## src/rtl/huffman_table_builder.sv

```systemverilog
// Front end of the Huffman accelerator: per-lane symbol/frequency table, sorted by an odd-even
// transposition network on ctrl_start. Optional macro TABLE_CLEAR_ON_DONE_EN clears the table after DONE.
module huffman_table_builder #(
  parameter int N_LANES = 6,
  parameter int SYM_W   = 8,
  parameter int CNT_W   = 8
) (
  input  logic                       clk,
  input  logic                       reset,
  input  logic [N_LANES-1:0]         ctrl_wrAscii,
  input  logic [N_LANES*SYM_W-1:0]   wrAscii,
  input  logic                       ctrl_start,
  output logic                       busy,
  output logic                       done,
  output logic [N_LANES*SYM_W-1:0]   tbl_sym,
  output logic [N_LANES*CNT_W-1:0]   tbl_cnt,
  output logic [N_LANES-1:0]         tbl_valid
);

  localparam int PW = (N_LANES > 1) ? $clog2(N_LANES) : 1;
  localparam logic [PW-1:0] PASS_LAST = PW'(N_LANES - 1);

  typedef enum logic [1:0] {IDLE, SORT, DONE} state_t;

  state_t                            state_q, state_d;
  logic [PW-1:0]                     pass_q, pass_d;
  logic [N_LANES-1:0][SYM_W-1:0]     sym_q, sym_d;
  logic [N_LANES-1:0][CNT_W-1:0]     cnt_q, cnt_d;
  logic [N_LANES-1:0]                vld_q, vld_d;

  function automatic logic [CNT_W-1:0] sat_inc(input logic [CNT_W-1:0] c);
    return (c == {CNT_W{1'b1}}) ? c : c + 1'b1;
  endfunction

  // Invalid entries sink to the end; ties on count go to the lower symbol code.
  function automatic logic right_wins(input logic vl, input logic [CNT_W-1:0] cl,
                                      input logic [SYM_W-1:0] sl, input logic vr,
                                      input logic [CNT_W-1:0] cr, input logic [SYM_W-1:0] sr);
    if (!vr) return 1'b0;
    if (!vl) return 1'b1;
    if (cr != cl) return cr > cl;
    return sr < sl;
  endfunction

  always_ff @(posedge clk or posedge reset) begin
    if (reset) begin
      state_q <= IDLE;
      pass_q  <= '0;
    end else begin
      state_q <= state_d;
      pass_q  <= pass_d;
    end
  end

  always_comb begin
    state_d = state_q;
    pass_d  = pass_q;
    case (state_q)
      IDLE: if (ctrl_start) begin
        state_d = SORT;
        pass_d  = '0;
      end
      SORT: begin
        if (pass_q == PASS_LAST) state_d = DONE;
        else                     pass_d  = pass_q + 1'b1;
      end
      DONE:    state_d = IDLE;
      default: state_d = IDLE;
    endcase
  end

  always_comb begin
    busy = (state_q == SORT);
    done = (state_q == DONE);
  end

  // Even passes compare pairs starting at entry 0, odd passes at entry 1; pairs never overlap.
  always_comb begin
    sym_d = sym_q;
    cnt_d = cnt_q;
    vld_d = vld_q;
    case (state_q)
      IDLE: begin
        for (int i = 0; i < N_LANES; i++) begin
          if (ctrl_wrAscii[i]) begin
            sym_d[i] = wrAscii[i*SYM_W +: SYM_W];
            cnt_d[i] = sat_inc(cnt_q[i]);
            vld_d[i] = 1'b1;
          end
        end
      end
      SORT: begin
        for (int i = 0; i < N_LANES - 1; i++) begin
          if ((i[0] == pass_q[0]) &&
              right_wins(vld_q[i], cnt_q[i], sym_q[i], vld_q[i+1], cnt_q[i+1], sym_q[i+1])) begin
            sym_d[i]   = sym_q[i+1];
            cnt_d[i]   = cnt_q[i+1];
            vld_d[i]   = vld_q[i+1];
            sym_d[i+1] = sym_q[i];
            cnt_d[i+1] = cnt_q[i];
            vld_d[i+1] = vld_q[i];
          end
        end
      end
      DONE: begin
`ifdef TABLE_CLEAR_ON_DONE_EN
        sym_d = '0;
        cnt_d = '0;
        vld_d = '0;
`else
        vld_d = vld_q;
`endif
      end
      default: vld_d = vld_q;
    endcase
  end

  always_ff @(posedge clk or posedge reset) begin
    if (reset) begin
      sym_q <= '0;
      cnt_q <= '0;
      vld_q <= '0;
    end else begin
      sym_q <= sym_d;
      cnt_q <= cnt_d;
      vld_q <= vld_d;
    end
  end

  assign tbl_sym   = sym_q;
  assign tbl_cnt   = cnt_q;
  assign tbl_valid = vld_q;

endmodule

```

## config.mk

```make
export PLATFORM = sky130hd
export DESIGN_NAME = huffman_table_builder
export DESIGN_NICKNAME = d
export VERILOG_FILES = /design/src/rtl/huffman_table_builder.sv
export SDC_FILE = /design/constraint.sdc
export NUM_CORES = 1
export LEC_CHECK = 0
export CORE_ASPECT_RATIO = 1.2
export CORE_MARGIN = 1
export CORE_UTILIZATION = 54
export CTS_CLUSTER_DIAMETER = 80
export DETAILED_ROUTE_END_ITERATION = 16
export PLACE_DENSITY = 0.83
export SLEW_MARGIN = 10
export SYNTH_ARGS = -nofsm -noshare
export SYNTH_HDL_FRONTEND = slang
export SYNTH_SLANG_ARGS = --single-unit
```

## constraint.sdc

```tcl
create_clock -name clk -period 4.05 [get_ports clk]
set_input_delay 0.81 -clock clk [delete_from_list [all_inputs] [get_ports clk]]
set_output_delay 0.81 -clock clk [all_outputs]
set_load 0.1 [all_outputs]
```

# Word-level counts from Yosys, hierarchy flattened
# Cells that the tools add are included.
[word_totals] inputBits=57 reg_bits=107 word_cells=218
[classes] n_lt_le_gt_ge=10 muxes=124 bitwise=1 n_eq_ne=35 n_reduce_logical=21 n_addsub=7
[op_table] op="48-bit case mux with 2 select lines" n=2
[op_table] op="16-bit two-way mux" n=10
[op_table] op="8-bit two-way mux" n=18
[op_table] op="1-bit two-way mux" n=82
[op_table] op="8-bit by 1-bit adder with 8-bit output (second input constant)" n=6
[op_table] op="8-bit == test (second input constant)" n=6
[op_table] op="8-bit greater-than comparator" n=5
[op_table] op="8-bit less-than comparator" n=5
[op_table] op="8-bit inequality test" n=5
[op_table] op="2-bit inequality test (second input constant)" n=14
[op_table] op="4-bit AND reduction" n=6
[op_table] op="3-bit AND reduction" n=7
[op_table] op="2-bit two-way mux" n=7
[op_table] op="3-bit by 1-bit inequality test with 1-bit output (second input constant)" n=4
[op_table] op="6-bit case mux with 2 select lines" n=1
[op_table] op="3-bit two-way mux" n=2
[op_table] op="2-bit by 1-bit inequality test with 1-bit output (second input constant)" n=3
[op_table] op="3-bit case mux with 2 select lines" n=1
[op_table] op="1-bit logical AND" n=5
[op_table] op="2-bit case mux with 2 select lines" n=1
[op_table] op="3-bit by 1-bit adder with 3-bit output (second input constant)" n=1
[op_table] op="3-bit == test (second input constant)" n=1
[op_table] op="2-bit by 1-bit == test with 1-bit output (second input constant)" n=1
[op_table] op="2-bit == test (second input constant)" n=1
[op_table] op="other kinds (4)" n=4

# Longest topological paths before layout
# Gate-level depths: netlist (run 1).
[logic_depth] word_depth=18 ltp_mapped=11

# Worst setup path after synthesis (run 1)
# Ideal clock, no wire load.
[synth_timing] kind="flip-flop to flip-flop" start="register cnt_q, in the netlist tbl_cnt[39]" end="register vld_q[4], in the netlist tbl_valid[4]" path_buffers=0 synth_period_minus_slack_ns=3.408 stages_incl_launch_ff=10 t_arrival_ns=3.282 path_slack_ns=0.642 path_cell_list="dfrtp_1 -> inv_1 -> ha_1 -> nand2_1 -> o211ai_1 -> a311oi_1 -> a211oi_1 -> o21ai_1 -> a211oi_4 -> mux2_2"
[synth_via] elab_chain_cells=12 elab_cells_between_ends=28 classes_between="order compare (2); eq/ne (3); mux (20); reduce/logical (3)"
[synth_rtl] element="from (decl)" line_no="28" rtl="logic [N_LANES-1:0][CNT_W-1:0] cnt_q, cnt_d;"
[synth_rtl] element="from (signal assigned)" line_no="125" rtl="cnt_q <= cnt_d;"
[synth_rtl] element="8-bit inequality test" line_no="41" rtl="if (cr != cl) return cr > cl;"
[synth_rtl] element="1-bit two-way mux (2 in series)" line_no="41"
[synth_rtl] element="1-bit two-way mux" line_no="40" rtl="if (!vl) return 1'b1;"
[synth_rtl] element="1-bit two-way mux" line_no="82" rtl="case (state_q)"
[synth_rtl] element="1-bit two-way mux" line_no="42" rtl="return sr < sl;"
[synth_rtl] element="1-bit two-way mux" line_no="41"
[synth_rtl] element="1-bit two-way mux" line_no="40"
[synth_rtl] element="1-bit two-way mux" line_no="82"
[synth_rtl] element="1-bit logical AND" line_no="94" rtl="if ((i[0] == pass_q[0]) &&"
[synth_rtl] element="3-bit by 1-bit inequality test with 1-bit output (no source line) / 2-bit two-way mux (equally long branches)"
[synth_rtl] element="3-bit AND reduction (no source line) / 6-bit case mux with 2 select lines (equally long branches)"
[synth_rtl] element="to (signal assigned)" line_no="126" rtl="vld_q <= vld_d;"
[synth_rtl] element="to (decl)" line_no="29" rtl="logic [N_LANES-1:0] vld_q, vld_d;"
# Parallel ways exist; a longest one is shown, timed or not. The select of a mux whose other input is x is not followed.
# A chain may end at the register's enable or synchronous reset.

# Final worst setup path (run 1)
[layout_timing] start="register cnt_q, in the netlist tbl_cnt[17]" end="register cnt_q, in the netlist tbl_cnt[28]"
[layout_via] elab_chain_cells=12 elab_cells_between_ends=14 classes_between="order compare (1); eq/ne (2); mux (9); reduce/logical (2)"
[layout_rtl] element="8-bit inequality test" line_no="41"
[layout_rtl] element="1-bit two-way mux (2 in series)" line_no="41"
[layout_rtl] element="1-bit two-way mux" line_no="40"
[layout_rtl] element="1-bit two-way mux" line_no="82"
[layout_rtl] element="1-bit two-way mux (*)" line_no="42"
[layout_rtl] element="1-bit two-way mux (*)" line_no="41"
[layout_rtl] element="1-bit two-way mux (*)" line_no="40"
[layout_rtl] element="1-bit two-way mux (*)" line_no="82"
[layout_rtl] element="1-bit logical AND (*)" line_no="94"
[layout_rtl] element="3-bit by 1-bit inequality test with 1-bit output (no source line) (*)"
[layout_rtl] element="4-bit AND reduction (no source line) (*)"
# Every way passes the cells marked *; elsewhere a longest branch is shown, timed or not. The select of a mux whose other input is x is not followed.

==> impl_metrics.env, run 1 <==
export IMPL_synthArstFlopShare=1.000
export IMPL_vias_per_cell=6.568
export IMPL_dieArea_mm2=0.01631
export IMPL_synth_top_area_frac=0.3139
export IMPL_maxCapViolCount=0
export IMPL_drc=0
export IMPL_clockBufferDepth=2
export IMPL_numCtsBuffers=9
export IMPL_ctsResizeCount=0
export IMPL_ys_seq_elements=107
export IMPL_period_share=0.8079
export IMPL_slew_violations=0
export IMPL_ys_flop_type="dfrtp_1"
export IMPL_setup_tns_ns=0
export IMPL_clk_latency_ns=0.37
export IMPL_floorplan_initialDensity=0.5611
export IMPL_ys_types=78
export IMPL_endpoint_kind="flop"
export IMPL_r2r_start="tbl_cnt[17]$_DFFE_PP0P_"
export IMPL_post_cts_buffers=0
export IMPL_drive_gt1_frac=0.06738
export IMPL_htree_levels=3
export IMPL_crit_path_start="tbl_cnt[17]$_DFFE_PP0P_"
export IMPL_worstSetupStartpointType="flop"
export IMPL_fp_dieH_um=139.7
export IMPL_cts_root_buf="clkbuf_16"
export IMPL_hold_violations=0
export IMPL_antenna_found_initial=0
export IMPL_drt_iter0_markers=766
export IMPL_worst_pin_slew_ns=1.038
export IMPL_ys_seq_area_frac=0.3139
export IMPL_grtUsageMet2=0.5799
export IMPL_dp_hpwl_um=20040
export IMPL_place_gp_congestion=0.9881
export IMPL_synth_cells=988
export IMPL_die_width_um=116.7
export IMPL_path_class="flop to flop"
export IMPL_clk_pin_slew_ns=0.08
export IMPL_num_antenna_cells=0
export IMPL_io_pins=161
export IMPL_grt_pass1_vias=8528
export IMPL_grt_use_met3=0.05967
export IMPL_rows=49
export IMPL_syn_nets=1128
export IMPL_synth_top_cell_by_area="dfrtp_1"
export IMPL_vias=8749
export IMPL_grt_setup_unrepaired="false"
export IMPL_maxSlewHeadroom=0.3057
export IMPL_hold_path_class="flop to flop"
export IMPL_wl_um=26980
export IMPL_ys_warn_count=0
export IMPL_grt_max_degree=84
export IMPL_drt_first_pass_iters=6
export IMPL_grt_pass1_wl_um=43460
export IMPL_synth_avg_cell_area_um2=8.634
export IMPL_worstHoldStart="tbl_sym[40]$_DFFE_PP0P_"
export IMPL_fin_skew_ns=0.01075
export IMPL_grt_use_total=0.3401
export IMPL_setup_viol=0
export IMPL_clock_sinks=107
export IMPL_crit_path_max_fanout=20
export IMPL_synth_edf_count=0
export IMPL_synth_area_mm2=0.008531
export IMPL_status="completed"
export IMPL_nets=1263
export IMPL_n_fill_cell=1261
export IMPL_synthTopCellsByArea="dfrtp_1 (31%), ha_1 (12%), inv_1 (4.0%)"
export IMPL_busiest_layer="met2"
export IMPL_critPathRequiredTime_ns=4.30
export IMPL_period_minus_slack_ns=3.272
export IMPL_cts_tree="yes"
export IMPL_cts_hold_buffers=0
export IMPL_drtAntennaViolNets=0
export IMPL_wl_per_cell_um=20.25
export IMPL_area_growth_pct=24.63
export IMPL_arrival_ns=3.53
export IMPL_coreArea_mm2=0.01520
export IMPL_grt_overflow_total=0
export IMPL_grt_util_met1=0.4132
export IMPL_fmax_mhz=305.6
export IMPL_port_buffers=160
-- Yosys cell counts (6+ instances only) --
master	n
dfrtp_1	107
inv_1	91
ha_1	83
nor2_1	83
nand2_1	66
o21ai_0	54
a21oi_1	51
clkbuf_1	41
nor3_1	40
nand3_1	37
a31oi_1	27
o211ai_1	19
a221oi_1	18
nand4_1	17
a21o_1	15
mux2_2	14
xnor2_1	13
a32o_1	12
o32ai_1	12
nand2b_1	11
o31ai_1	11
a211oi_1	10
o221ai_1	9
o22ai_1	8
o41ai_2	8
a22oi_1	7
mux2i_1	6
nor2b_1	6
o21a_1	6
or3_1	6
-- cell type report --
cell class,instances,area [um^2],share of cell area
Clock buffer,12,246.5,0.02318
Multi-Input combinational cell,740,5313,0.4997
Sequential cell,107,2678,0.2519
Tap cell,204,255.2,0.02401
Clock inverter,4,56.30,0.005296
Inverter,91,344.1,0.03236
Timing Repair Buffer,174,1739,0.1636
-- stage by stage --
step	instance area [um^2]	hold WS, ns	cells	setup WS (ns)	util
2_1_floorplan	8531	0.4841	988	0.4228	-
3_3_place_gp	10330	0.5072	1316	0.9170	0.6793
3_5_place_dp	10330	0.5143	1316	0.8519	0.6793
4_1_cts	10630	0.5388	1332	0.8305	0.6992
5_1_grt	10630	0.5607	1332	0.5830	0.6992
6_report	10630	0.5308	1332	0.7779	0.6992
-- critical path: stages (launching register included) --
cell and delay [ns]:
dfrtp_1 0.46, inv_1 0.15, ha_1 0.32, nor2b_1 0.13
o211ai_1 0.15, a21oi_1 0.13, o41ai_4 0.49, nand2_1 0.58
a221o_1 0.50, mux2_2 0.26
-- state kept, by name, summed over array words and instances, names as in the netlist --
name,cells
pass_q,3
tbl_sym,48
state_q,2
tbl_cnt,48
tbl_valid,6
-- cell families after synthesis --
kind of cell             Yosys count  share of synthesized area
flip-flops                       107                     0.3139
AND/OR/NAND/NOR                  292                     0.1641
XOR/XNOR                          14                    0.01437
adder cells (fa/ha/maj)           83                     0.1217
multiplexers                      20                    0.02552
buffers and inverters            141                    0.06366
AO/OA/AOI/OAI                    331                     0.2967
-- path summary, 6_finish.rpt --
kind | end | slack (ns) | cells after the start
worst max register to register | tbl_cnt[28]$_DFFE_PP0P_ | 0.78 | 9
worst min register to register | tbl_sym[40]$_DFFE_PP0P_ | 0.53 | 1
max in group asynchronous | tbl_cnt[9]$_DFFE_PP0P_ | 2.36 | 3
worst max-delay path | tbl_cnt[28]$_DFFE_PP0P_ | 0.78 | 9
worst min-delay path | tbl_sym[40]$_DFFE_PP0P_ | 0.53 | 1
min in group asynchronous | tbl_sym[43]$_DFFE_PP0P_ | 0.94 | 2
-- layout by cell type (no fill, tap or decap), drive strengths merged, types with 13 or more instances in the layout --
cell type      count
clkdlybuf4s50    158
dfrtp            107
inv               93
nor2              84
ha                83
nand2             66
o21ai             58
a21oi             54
nor3              41
nand3             37
a31oi             29
o211ai            20
a221oi            18
nand4             17
buf               16
a21o              15
mux2              14
xnor2             13
-- per-layer routing --
layer  share of wire  wire, um  vias up
li1                -         -     4010
met3           0.075      2020       83
met2            0.50     13580      432
met5               0         0        -
met4           0.034       907        0
met1            0.39     10470     4224
Power of run 1 is not shown: default switching activity piles up to over one toggle a cycle in this logic, so the estimate is an artifact.
==> run 2: changes to the inputs <==
--- a/config.mk
+++ b/config.mk
@@ -7,10 +7,10 @@
 export LEC_CHECK = 0
 export CORE_ASPECT_RATIO = 1.2
 export CORE_MARGIN = 1
-export CORE_UTILIZATION = 54
+export CORE_UTILIZATION = 49
 export CTS_CLUSTER_DIAMETER = 80
 export DETAILED_ROUTE_END_ITERATION = 16
-export PLACE_DENSITY = 0.83
+export PLACE_DENSITY = 0.8
 export SLEW_MARGIN = 10
 export SYNTH_ARGS = -nofsm -noshare
 export SYNTH_HDL_FRONTEND = slang
==> constraint.sdc (replaced) <==
create_clock -name clk -period 2.63 [get_ports clk]
set_input_delay 0.526 -clock clk [delete_from_list [all_inputs] [get_ports clk]]
set_output_delay 0.526 -clock clk [all_outputs]
set_load 0.1 [all_outputs]
==> run 2 against run 1 <==
Count of clock-buffer cells in the layout shrank 2. First-iteration DRC count grew 11%. Cell count grew 12%.
==> impl_metrics.env, run 2 (synthesis results as in run 1) <==
export IMPL_status="completed"
export IMPL_floorplan_initialDensity=0.5024
export IMPL_maxSlewHeadroom=0.5850
export IMPL_regArea_mm2=0.002788
export IMPL_fp_dieH_um=146.5
export IMPL_wl_per_cell_um=20.48
export IMPL_busiest_layer="met2"
export IMPL_coreArea_mm2=0.01698
export IMPL_htree_levels=3
export IMPL_arrival_ns=2.85
export IMPL_place_gp_congestion=0.9251
export IMPL_clk_pin_slew_ns=0.08
export IMPL_hold_violations=0
export IMPL_grt_util_met1=0.4021
export IMPL_drc=0
export IMPL_rows=52
export IMPL_endpoint_kind="flop"
export IMPL_critPathRequiredTime_ns=2.88
export IMPL_multi_input_area_mm2=0.005762
export IMPL_r2r_slack_ns=0.03
export IMPL_area_growth_pct=42.17
export IMPL_dp_hpwl_um=22270
export IMPL_num_antenna_cells=0
export IMPL_grt_use_met3=0.04375
export IMPL_drt_first_pass_iters=5
export IMPL_clock_sinks=107
export IMPL_worst_pin_slew_ns=0.6225
export IMPL_grt_max_degree=108
export IMPL_antenna_found_initial=0
export IMPL_grt_pass1_wl_um=47030
export IMPL_vias_per_cell=6.328
export IMPL_clk_latency_ns=0.37
export IMPL_drt_iter0_markers=851
export IMPL_setup_tns_ns=0
export IMPL_maxCapViolCount=0
export IMPL_final_common_cell="buf_4"
export IMPL_io_pins=161
export IMPL_clockBufferDepth=2
export IMPL_grtUsageMet2=0.5758
export IMPL_cts_tree="yes"
export IMPL_final_cell_mix="buf_4 (244), dfrtp_2 (88), nor2_1 (76), ha_1 (70), inv_1 (69)"
export IMPL_setup_viol=0
export IMPL_fmax_mhz=385.3
export IMPL_numCtsBuffers=9
export IMPL_crit_path_max_fanout=7
export IMPL_cts_root_buf="clkbuf_16"
export IMPL_grt_overflow_total=0
export IMPL_grt_pass1_vias=9177
export IMPL_wl_um=30460
export IMPL_hold_path_class="flop to flop"
export IMPL_nets=1406
export IMPL_port_buffers=160
export IMPL_grt_setup_unrepaired="true"
export IMPL_path_class="flop to flop"
export IMPL_die_width_um=122.5
export IMPL_period_minus_slack_ns=2.596
export IMPL_n_fill_cell=1311
export IMPL_vias=9409
export IMPL_drtAntennaViolNets=0
export IMPL_drive_gt1_frac=0.3855
export IMPL_fin_skew_ns=0.007366
export IMPL_grt_use_total=0.3355
export IMPL_dieArea_mm2=0.01794
export IMPL_worstSetupStartpointType="flop"
export IMPL_slew_violations=0
export IMPL_period_share=0.9869
## run 2: layer usage
layer | wire length [um] | share of wire | up-vias
li1 | - | - | 4295
met1 | 12000 | 0.39 | 4536
met2 | 15300 | 0.50 | 459
met3 | 1804 | 0.059 | 119
met4 | 1351 | 0.044 | 0
met5 | 0 | 0 | -
## run 2: worst paths after layout
kind	from	to	cells after the start
min reg2reg	tbl_valid[5]$_DFFE_PP0P_	tbl_valid[5]$_DFFE_PP0P_	1
min	tbl_valid[5]$_DFFE_PP0P_	tbl_valid[5]$_DFFE_PP0P_	1
min in group asynchronous	reset	tbl_sym[4]$_DFFE_PP0P_	3
max reg2reg	tbl_cnt[12]$_DFFE_PP0P_	tbl_cnt[22]$_DFFE_PP0P_	11
max	tbl_cnt[12]$_DFFE_PP0P_	tbl_cnt[22]$_DFFE_PP0P_	11
max in group asynchronous	reset	tbl_cnt[37]$_DFFE_PP0P_	3
## run 2: metrics by stage
step	area (um^2)	util	setup slack (ns)	instances	hold slack, ns
6_report	12130	0.7142	0.03435	1487	0.5257
5_1_grt	12130	0.7142	-0.06311	1487	0.5428
4_1_cts	11850	0.6976	0.01183	1474	0.5308
3_5_place_dp	11520	0.6787	0.01044	1457	0.5105
3_3_place_gp	11520	0.6787	0.04902	1457	0.5018
2_1_floorplan	8981	-	-0.3417	988	0.4841
## run 2: layout make-up
class,count,share of cell area
Clock inverter,6,0.005468
Multi-Input combinational cell,741,0.4751
Clock buffer,10,0.01888
Sequential cell,107,0.2299
Inverter,91,0.02909
Tap cell,216,0.02228
Timing Repair Buffer,316,0.2193
## run 2: what timing repair did
action | CTS | global route
hold buffers | 0 | 0
endpoints found under the setup margin | 6 | 56
resized for setup | 6 | 39
buffers inserted | 1 | 12
cloned | 0 | 1
pin swaps | 2 | 25
## run 2: critical path: stages, from the launching register on
cell	delay [ns]
dfrtp_2	0.46
inv_1	0.10
ha_1	0.30
nand4_1	0.07
buf_4	0.17
nor2_4	0.16
and3b_2	0.27
o21a_4	0.19
nor4b_4	0.06
buf_4	0.15
or2_4	0.27
o32a_1	0.29
Power of run 2 is left out for the same reason.
==> run 3: changes to the inputs <==
--- a/config.mk
+++ b/config.mk
@@ -7,10 +7,12 @@
 export LEC_CHECK = 0
 export CORE_ASPECT_RATIO = 1.2
 export CORE_MARGIN = 1
-export CORE_UTILIZATION = 49
+export CORE_UTILIZATION = 50
+export CTS_BUF_LIST = sky130_fd_sc_hd__clkbuf_2 sky130_fd_sc_hd__clkbuf_4 sky130_fd_sc_hd__clkbuf_8
 export CTS_CLUSTER_DIAMETER = 80
 export DETAILED_ROUTE_END_ITERATION = 16
-export PLACE_DENSITY = 0.8
+export PLACE_DENSITY = 0.81
+export SKIP_CTS_REPAIR_TIMING = 1
 export SLEW_MARGIN = 10
 export SYNTH_ARGS = -nofsm -noshare
 export SYNTH_HDL_FRONTEND = slang
==> run 3 against run 2 <==
The flow now finishes with violations (setup timing). Setup slack got worse by 0.083 ns. Sequential cell count did not move. Design area rose by 1.6%. Sequential share of layout area fell by 0.37 points. Die area fell by 2.0%. Global-route usage rose by 0.32 points. Routed wire length rose by 2.1%. Critical path type unchanged. Largest cell class unchanged.
==> impl_metrics.env, run 3 (synthesis results as in run 1) <==
export IMPL_nets=1424
export IMPL_final_common_cell="buf_4"
export IMPL_area_growth_pct=44.50
export IMPL_clock_sinks=107
export IMPL_path_common_cell="a211oi_4"
export IMPL_dp_hpwl_um=22540
export IMPL_hold_violations=0
export IMPL_die_width_um=121.2
export IMPL_grt_setup_unrepaired="true"
export IMPL_hold_path_class="flop to flop"
export IMPL_antenna_found_initial=0
export IMPL_period_minus_slack_ns=2.678
export IMPL_wl_um=31110
export IMPL_vias_per_cell=6.420
export IMPL_stdcell_count=1501
export IMPL_dpl_cell_area_mm2=0.01151
export IMPL_numCtsBuffers=9
export IMPL_rows=51
export IMPL_place_gp_congestion=0.9215
export IMPL_finalInstanceArea_mm2=0.01233
export IMPL_clockBufferDepth=2
export IMPL_grt_max_degree=108
export IMPL_critPathRequiredTime_ns=2.92
export IMPL_dp_cells=1455
export IMPL_coreArea_mm2=0.01646
export IMPL_grt_overflow_total=0
export IMPL_clk_pin_slew_ns=0.11
export IMPL_fin_ws_ns=-0.04833
export IMPL_htree_levels=3
export IMPL_period_share=1.018
export IMPL_path_class="flop to flop"
export IMPL_vias=9636
export IMPL_floorplan_initialDensity=0.5182
export IMPL_drc=0
export IMPL_fin_skew_ns=0.01029
export IMPL_grt_pass1_wl_um=46860
export IMPL_fmax_mhz=373.4
export IMPL_worst_pin_slew_ns=0.6231
export IMPL_setup_viol=15
export IMPL_crit_path_max_fanout=5
export IMPL_grt_use_total=0.3387
export IMPL_drtAntennaViolNets=0
export IMPL_cts_tree="yes"
export IMPL_status="complete, but fails checks"
export IMPL_cp_slowest_stage_delay_ns=0.44
export IMPL_critical_path_cell_chain="ha_4 -> a21oi_2 -> o211ai_1 -> nor2_2 -> a211oi_4 -> buf_4 -> o21ai_4 -> a211oi_4 -> clkbuf_16 -> mux2_4"
export IMPL_slew_violations=0
export IMPL_wl_per_cell_um=20.73
export IMPL_cp_slowest_cell="dfrtp_2"
export IMPL_io_pins=161
export IMPL_clk_latency_ns=0.40
export IMPL_port_buffers=160
export IMPL_drt_iter0_markers=960
export IMPL_drt_first_pass_iters=5
export IMPL_cts_root_buf="clkbuf_8"
export IMPL_arrival_ns=2.97
export IMPL_place_ws_ns=-0.01030
export IMPL_drive_gt1_frac=0.4073
export IMPL_worstSetupStartpointType="flop"
export IMPL_maxSlewHeadroom=0.5846
export IMPL_violations="setup timing"
export IMPL_grt_pass1_vias=9225
export IMPL_final_cell_mix="buf_4 (257), dfrtp_2 (88), nor2_1 (73), nand2_1 (66)"
export IMPL_dieArea_mm2=0.01759
export IMPL_num_antenna_cells=0
export IMPL_fp_dieH_um=145.1
export IMPL_maxCapViolCount=0
export IMPL_endpoint_kind="flop"
## run 3: changes by cell type in the layout (fill, tap and decap cells not counted), sizes merged
cell / change
buf: +16
clkbuf: +2
bufinv: -1
clkinv: -1
clkinvlp: +1
inv: +1
## run 3: final cells by class
| type | count | area [um^2] |
|---|---|---|
| Sequential cell | 107 | 2788 |
| Inverter | 91 | 352.8 |
| Clock buffer | 10 | 137.6 |
| Multi-Input combinational cell | 741 | 5902 |
| Clock inverter | 6 | 40.04 |
| Fill cell | 1174 | 4136 |
| Tap cell | 212 | 265.3 |
| Timing Repair Buffer | 334 | 2841 |
## run 3: critical path, delay by kind of cell (launching register included)
family,cells,cell delay (ns)
AOI/OAI and AO/OA,5,1.05
adders and majority gates,1,0.27
and+or+nand+nor,1,0.09
buffers and inverters,2,0.41
muxes,1,0.30
DFF,1,0.44
## run 3: path summary, 6_finish.rpt
kind                                           from                       end  slack (ns)  depth (start not counted)
min in group asynchronous                     reset    tbl_sym[3]$_DFFE_PP0P_        0.62                          3
setup / recovery            tbl_cnt[45]$_DFFE_PP0P_   tbl_sym[34]$_DFFE_PP0P_       -0.05                         10
hold reg to reg            tbl_valid[5]$_DFFE_PP0P_  tbl_valid[5]$_DFFE_PP0P_        0.53                          1
max in group asynchronous                     reset   tbl_cnt[37]$_DFFE_PP0P_        1.49                          3
hold / removal             tbl_valid[5]$_DFFE_PP0P_  tbl_valid[5]$_DFFE_PP0P_        0.53                          1
setup reg to reg            tbl_cnt[45]$_DFFE_PP0P_   tbl_sym[34]$_DFFE_PP0P_       -0.05                         10
## run 3: per-stage QoR
step                 TNS, ns  hold slack (ns)    util
finish               -0.2999           0.5298  0.7487
global route          -2.248           0.5697  0.7487
CTS                  -0.1484           0.5289  0.7099
detailed placement  -0.02770           0.5019  0.6991
global placement           0           0.4978  0.6991
floorplan             -12.44           0.4841       -
## run 3: routing by layer
layer,track usage,part of all wire,vias up,wire [um]
li1,-,-,4323,-
met1,0.4046,0.37,4631,11670
met2,0.5886,0.51,560,15820
met3,0.03459,0.069,122,2152
met4,0.1833,0.047,0,1467
met5,0,0,-,0
Power of run 3 is left out for the same reason.
==> RTL change 1, RTL diff (settings of run 2) <==
Build with the macro `TABLE_CLEAR_ON_DONE_EN` defined.
--- a/src/rtl/huffman_table_builder.sv
+++ b/src/rtl/huffman_table_builder.sv
@@ -1,4 +1,6 @@
 // Front end of the Huffman accelerator: per-lane symbol/frequency table, sorted by an odd-even
 // transposition network on ctrl_start. Optional macro TABLE_CLEAR_ON_DONE_EN clears the table after DONE.
+`define TABLE_CLEAR_ON_DONE_EN
+
 module huffman_table_builder #(
   parameter int N_LANES = 6,
Behaviour: no difference found for any inputs over 4 cycles, from zero or initial values and one cycle with reset high; that may be too few to reach the edited logic, so the function may still have changed.
==> RTL change 1 against run 2 <==
- the flow now finishes with violations (negative setup slack)
- design area is 5.1% higher
- area after synthesis is 7.3% lower
- routed wire length is 8.6% higher
- count of clock-buffer cells in the layout stayed put
- setup slack worse by 330 ps
- critical path depth is 1 higher
- sequential cell count stayed put
Power is not shown: default switching activity piles up to over one toggle a cycle in this logic, so the estimate is an artifact.
==> RTL change 1: results (changes against run 2) <==
Yosys:
- The count of unique library cells instantiated by Yosys came to 67 (-14%).
- The sequential fraction of the synthesis area was 33.8% (+2.5 points).
- The post-synthesis net count is 1014 (-10%).
- By count the netlist is led by 107 x dfrtp_1, 91 x inv_1, 87 x ha_1.
- The synthesized cell area is 7910 sq um (-7.3%).
- The number of warnings reported in the yosys synthesis log is 0 (unchanged).
- The per-instance average area after synthesis is 9.09 sq um (+5.3%).
- Ranked by total cell area, the synthesized netlist is headed by dfrtp_1 34%, ha_1 14%, mux2i_1 6.5%, a222oi_1 5.1%, inv_1 4.3%.

Routing:
- The violation count after the first detailed-route iteration is 1288 (+51%).
- The number of detailed-routing iterations run before antenna repair is 13 (+8).
- The via total after detailed routing was 9377 (-0.34%).
- The wire length on met2 is 16200 microns (+5.6%).
- The length of routed wiring on met1 is 12000 microns (about the same).
- The total met3 wirelength after detailed routing came to 2690 microns (+49%).
- The sum of routed wire length over all layers came to 33100 microns (+8.6%).

GRT:
- The global-route wire length before repair is 43200 microns (-8.2%).
- The largest net degree at the start of global routing is 82 (-24%).
- The met2 demand-to-capacity share in global routing came to 56.0% (-1.6 points).
- The number of global-route vias before repair is 8591 (-6.4%).
- The met1 track demand over resource in global routing is 40.3% (+0.11 points).
- The global-route met3 utilization was 4.00% (-0.37 points).

Status:
- The final reports fail on negative setup slack.
- The flow ran to the end, but the final reports show violations.

Placement:
- The worst-case setup slack after placement is -379 ps (-390 ps).
- The placed standard-cell area is 10900 sq um (-5.3%).
- The cell count after placement was 1325 (-9.1%).
- The final estimated routing congestion in global placement is 0.889 (-4.0%).
- The total half-perimeter wirelength after legalization and detailed placement is 19500 microns (-12%).

Cells and area:
- The non-clock buffer share of cell area is 26.4% (+4.4 points).
- The fraction of area in multi-input gates is 44.3% (-3.3 points).
- The number of inserted filler cells in the final layout is 869 (-34%).
- The count of inverters not on the clock network in the layout is 92 (+1.1%).
- The share of cells above drive strength 1 was 47.0% (+8.5 points).
- Relative to the synthesized area, the layout overhead comes to 61.1%.
- The clock network area share was 2.68% (+0.24 points).
- The final non-filler cell total is 1416 (-4.8%).
- The count of multi-input gates is 629 (-15%).
- The count of plain and timing-repair buffers is 364 (+15%).
- The register fraction of the total cell area was 21.8% (-1.1 points).

Setup path:
- The worst reg2reg path depth is 12 (+1).
- The arrival time of data at the critical path endpoint is 3180 ps (+330 ps).

Timing:
- The final critical-path setup slack is -293 ps (-327 ps).
- The worst slack on hold paths is 542 ps (+16.0 ps).
- The number of failing setup endpoints in the final timing report is 83 (+83).
- The clock tree skew after final layout came to 18.5 ps (+11.1 ps).
## RTL change 1: cell types whose count changed after synthesis, sizes merged, moves of 19 or more
cell,delta
a31oi,-22
a222oi,+39
nor2,-32
a22oi,+19
nor3,-27
mux2i,+45
## RTL change 1: cells by family after synthesis
kind of cell | synth area share, %
xor gates and xnor gates | 1.99
AOI/OAI and AO/OA | 25.6
muxes | 6.88
adders and majority gates | 13.8
DFF | 33.8
buffers and inverters | 6.59
and+or+nand+nor | 11.4
## RTL change 1: critical path, cell delays in order (launching register included)
cell     delay [ps]
dfrtp_2         410
buf_6           120
inv_2            60
ha_4            270
nand4_1         140
or2_4           310
o41ai_4         500
o21ai_4         130
buf_6           140
a31oi_4         230
buf_6           170
nand2_8          80
mux2i_1         240
## RTL change 1: repair_timing
action / in CTS / in global routing
setup endpoints to repair: 70 / 98
setup buffers: 33 / 32
gates resized for setup: 52 / 122
gates cloned: 1 / 10
pin swaps: 25 / 47
==> RTL change 2, RTL diff (config.mk and constraints of run 2) <==
Made on the original files. Add an input register stage for `ctrl_wrAscii`, `wrAscii` and `ctrl_start`, without a reset; this delays them by one clock.
--- a/src/rtl/huffman_table_builder.sv
+++ b/src/rtl/huffman_table_builder.sv
@@ -22,4 +22,14 @@
 
   typedef enum logic [1:0] {IDLE, SORT, DONE} state_t;
+
+  logic [N_LANES-1:0] ctrl_wrAscii_q;
+  logic [N_LANES*SYM_W-1:0] wrAscii_q;
+  logic ctrl_start_q;
+
+  always_ff @(posedge clk) begin
+    ctrl_wrAscii_q <= ctrl_wrAscii;
+    wrAscii_q      <= wrAscii;
+    ctrl_start_q   <= ctrl_start;
+  end
 
   state_t                            state_q, state_d;
@@ -57,5 +67,5 @@
     pass_d  = pass_q;
     case (state_q)
-      IDLE: if (ctrl_start) begin
+      IDLE: if (ctrl_start_q) begin
         state_d = SORT;
         pass_d  = '0;
@@ -83,6 +93,6 @@
       IDLE: begin
         for (int i = 0; i < N_LANES; i++) begin
-          if (ctrl_wrAscii[i]) begin
-            sym_d[i] = wrAscii[i*SYM_W +: SYM_W];
+          if (ctrl_wrAscii_q[i]) begin
+            sym_d[i] = wrAscii_q[i*SYM_W +: SYM_W];
             cnt_d[i] = sat_inc(cnt_q[i]);
             vld_d[i] = 1'b1;
Check against the original RTL: not equivalent (Yosys sat finds a counterexample within 4 cycles, from zero or initial values and one cycle with reset high).
==> RTL change 2 against run 2 <==
- the flow now finishes with violations (negative setup slack)
- setup slack lost 280 ps
- routed wire length up 7.9%
- cell count increased by 2.2%
- largest cell class unchanged
- sequential cell count grew 55
- clock skew rose by 3.4 ps
- non-clock buffer count increased by 19
- area after synthesis rose by 6.5%
- design area is 12% higher
- fmax down 9.8%
Power is left out: the tool's default activity adds up to more than one toggle a clock period on the data nets, which glitch-free logic cannot reach.
==> RTL change 2: results (changes against run 2) <==
GRT:
- The total global-route track usage is 31.5% (-2.0 points).
- The global-route wire length before repair came to 46900 microns (-0.34%).

Routing:
- The per-cell via count in the routed design is 6.39 (+1.0%).
- The number of detailed-routing iterations run before antenna repair was 6 (+1).
- The violation count after the first detailed-route iteration is 1116 (+31%).
- The via total after detailed routing is 9716 (+3.3%).

Status:
- The final reports fail on negative setup slack.
- The flow ran to the end, but the final reports show violations.

Yosys:
- The count of unique library cells instantiated by Yosys is 67 (-14%).
- The fraction of registers with async set/reset came to 66.0% (-34 points).
- The number of warnings reported in the yosys synthesis log came to 0 (unchanged).
- The sequential fraction of the synthesis area is 41.6% (+10 points).
- The per-instance average area after synthesis came to 9.26 sq um (+7.2%).
- The commonest cells after synthesis are 107 x dfrtp_1, 84 x o21ai_0, 83 x ha_1.
- The post-synthesis net count was 1121 (-0.62%).
- By area the synthesized netlist is led by dfrtp_1 29%, dfxtp_1 12%, ha_1 11%, o21ai_0 4.6%, inv_1 3.3%.

Clock tree:
- The maximum level of the CTS H-tree is 4 (+1).
- The number of clock buffers inserted by TritonCTS came to 17 (+8).
- The latest clock arrival within the worst-skew pair was 440 ps (+70 ps).

Placement:
- The final estimated routing congestion in global placement is 0.904 (-2.3%).
- The total half-perimeter wirelength after legalization and detailed placement is 20800 microns (-6.6%).
- The cell count after placement is 1450 (-0.48%).

Timing:
- The summed negative setup slack over all endpoints is -8260 ps (-8260 ps).
- The clock tree skew after final layout is 10.7 ps (+3.36 ps).
- The slew at the pin with the worst max-slew slack is 819 ps (+197 ps).
- The number of failing setup endpoints in the final timing report is 66 (+66).
- The final critical-path setup slack was -247 ps (-281 ps).

Setup path:
- The largest driver fanout on the critical path came to 7 (unchanged).

Cells and area:
- The share of cells above drive strength 1 was 43.0% (+4.4 points).
- The number of inserted filler cells in the final layout is 1153 (-12%).
- The total number of nets in the final design was 1423 (+1.2%).
## RTL change 2: cell types whose count changed in the layout (fill, tap and decap cells not counted), moves of 13 or more
cell | run 2 | this run
a221oi_2 | 0 | 13
nand2_1 | 64 | 80
dfxtp_1 | 0 | 55
o21ai_1 | 18 | 31
nor3_1 | 38 | 11
nor2_1 | 76 | 52
a221oi_1 | 18 | 3
a221o_1 | 5 | 24
o211ai_1 | 19 | 5
a22oi_2 | 0 | 13
## RTL change 2: final timing paths
path,from,slack [ps],end,cells after the start
max,tbl_cnt[38]$_DFFE_PP0P_,-250,tbl_cnt[36]$_DFFE_PP0P_,9
min reg2reg,wrAscii_q[1]$_DFF_P_,450,tbl_sym[1]$_DFFE_PP0P_,2
max reg2reg,tbl_cnt[38]$_DFFE_PP0P_,-250,tbl_cnt[36]$_DFFE_PP0P_,9
max in group asynchronous,reset,1490,tbl_sym[37]$_DFFE_PP0P_,3
min,wrAscii_q[1]$_DFF_P_,450,tbl_sym[1]$_DFFE_PP0P_,2
min in group asynchronous,reset,590,tbl_cnt[0]$_DFFE_PP0P_,3
## RTL change 2: worst max-delay path: stages, from the launching register on
cell      delay, ps
dfrtp_2         430
inv_2            70
ha_4            270
nand4_1         230
or4_1           560
a41o_1          270
a21oi_4         220
a211oi_4         80
nor2_4          270
mux2_4          340
## RTL change 2: kinds of logic (layout without fill, tap and decap cells)
logic type	count (synthesis)	count (layout)	synth area share, %
compound gates	312	313	23.3
simple gates	249	249	13.2
flops	162	162	41.6
buf+inv	134	448	5.87
fa+ha+maj	83	83	11.4
mux	32	32	3.80
xor+xnor	9	9	0.868
## RTL change 2: timing repair
action / CTS / global route
buffers inserted: 5 / 28
setup endpoints to repair: 60 / 91
pin swaps: 11 / 47
gates resized for setup: 46 / 103
gates cloned: 2 / 4
## RTL change 2: stage by stage
step / worst slack (ps) / instance area [sq um] / hold slack (ps)
3_5_place_dp: -93.8 / 12100 / 440
4_1_cts: -104 / 12900 / 450
6_report: -247 / 13600 / 447
2_1_floorplan: -427 / 9750 / 428
5_1_grt: -312 / 13600 / 467
3_3_place_gp: -59.4 / 12100 / 430
## RTL change 2: area by class of cell
type	count	area, sq um	area share (%)
clock buffer	19	443	3.26
tap	224	280	2.06
timing repair buffer	335	2860	21.1
sequential	162	3870	28.5
inverter	81	310	2.29
multi-input combinational	686	5690	41.9
clock inverter	13	115	0.848
## RTL change 2: metal layers
layer  part of all wire [%]  GRT usage (%)  vias up  routed length, microns
met5                      0              0        -                       0
met4                    4.9           16.6        0                    1610
met3                    8.1           5.58      170                    2660
met2                     49           53.3      636                   16200
met1                     38           38.6     4678                   12400
li1                       -              -     4232                       -
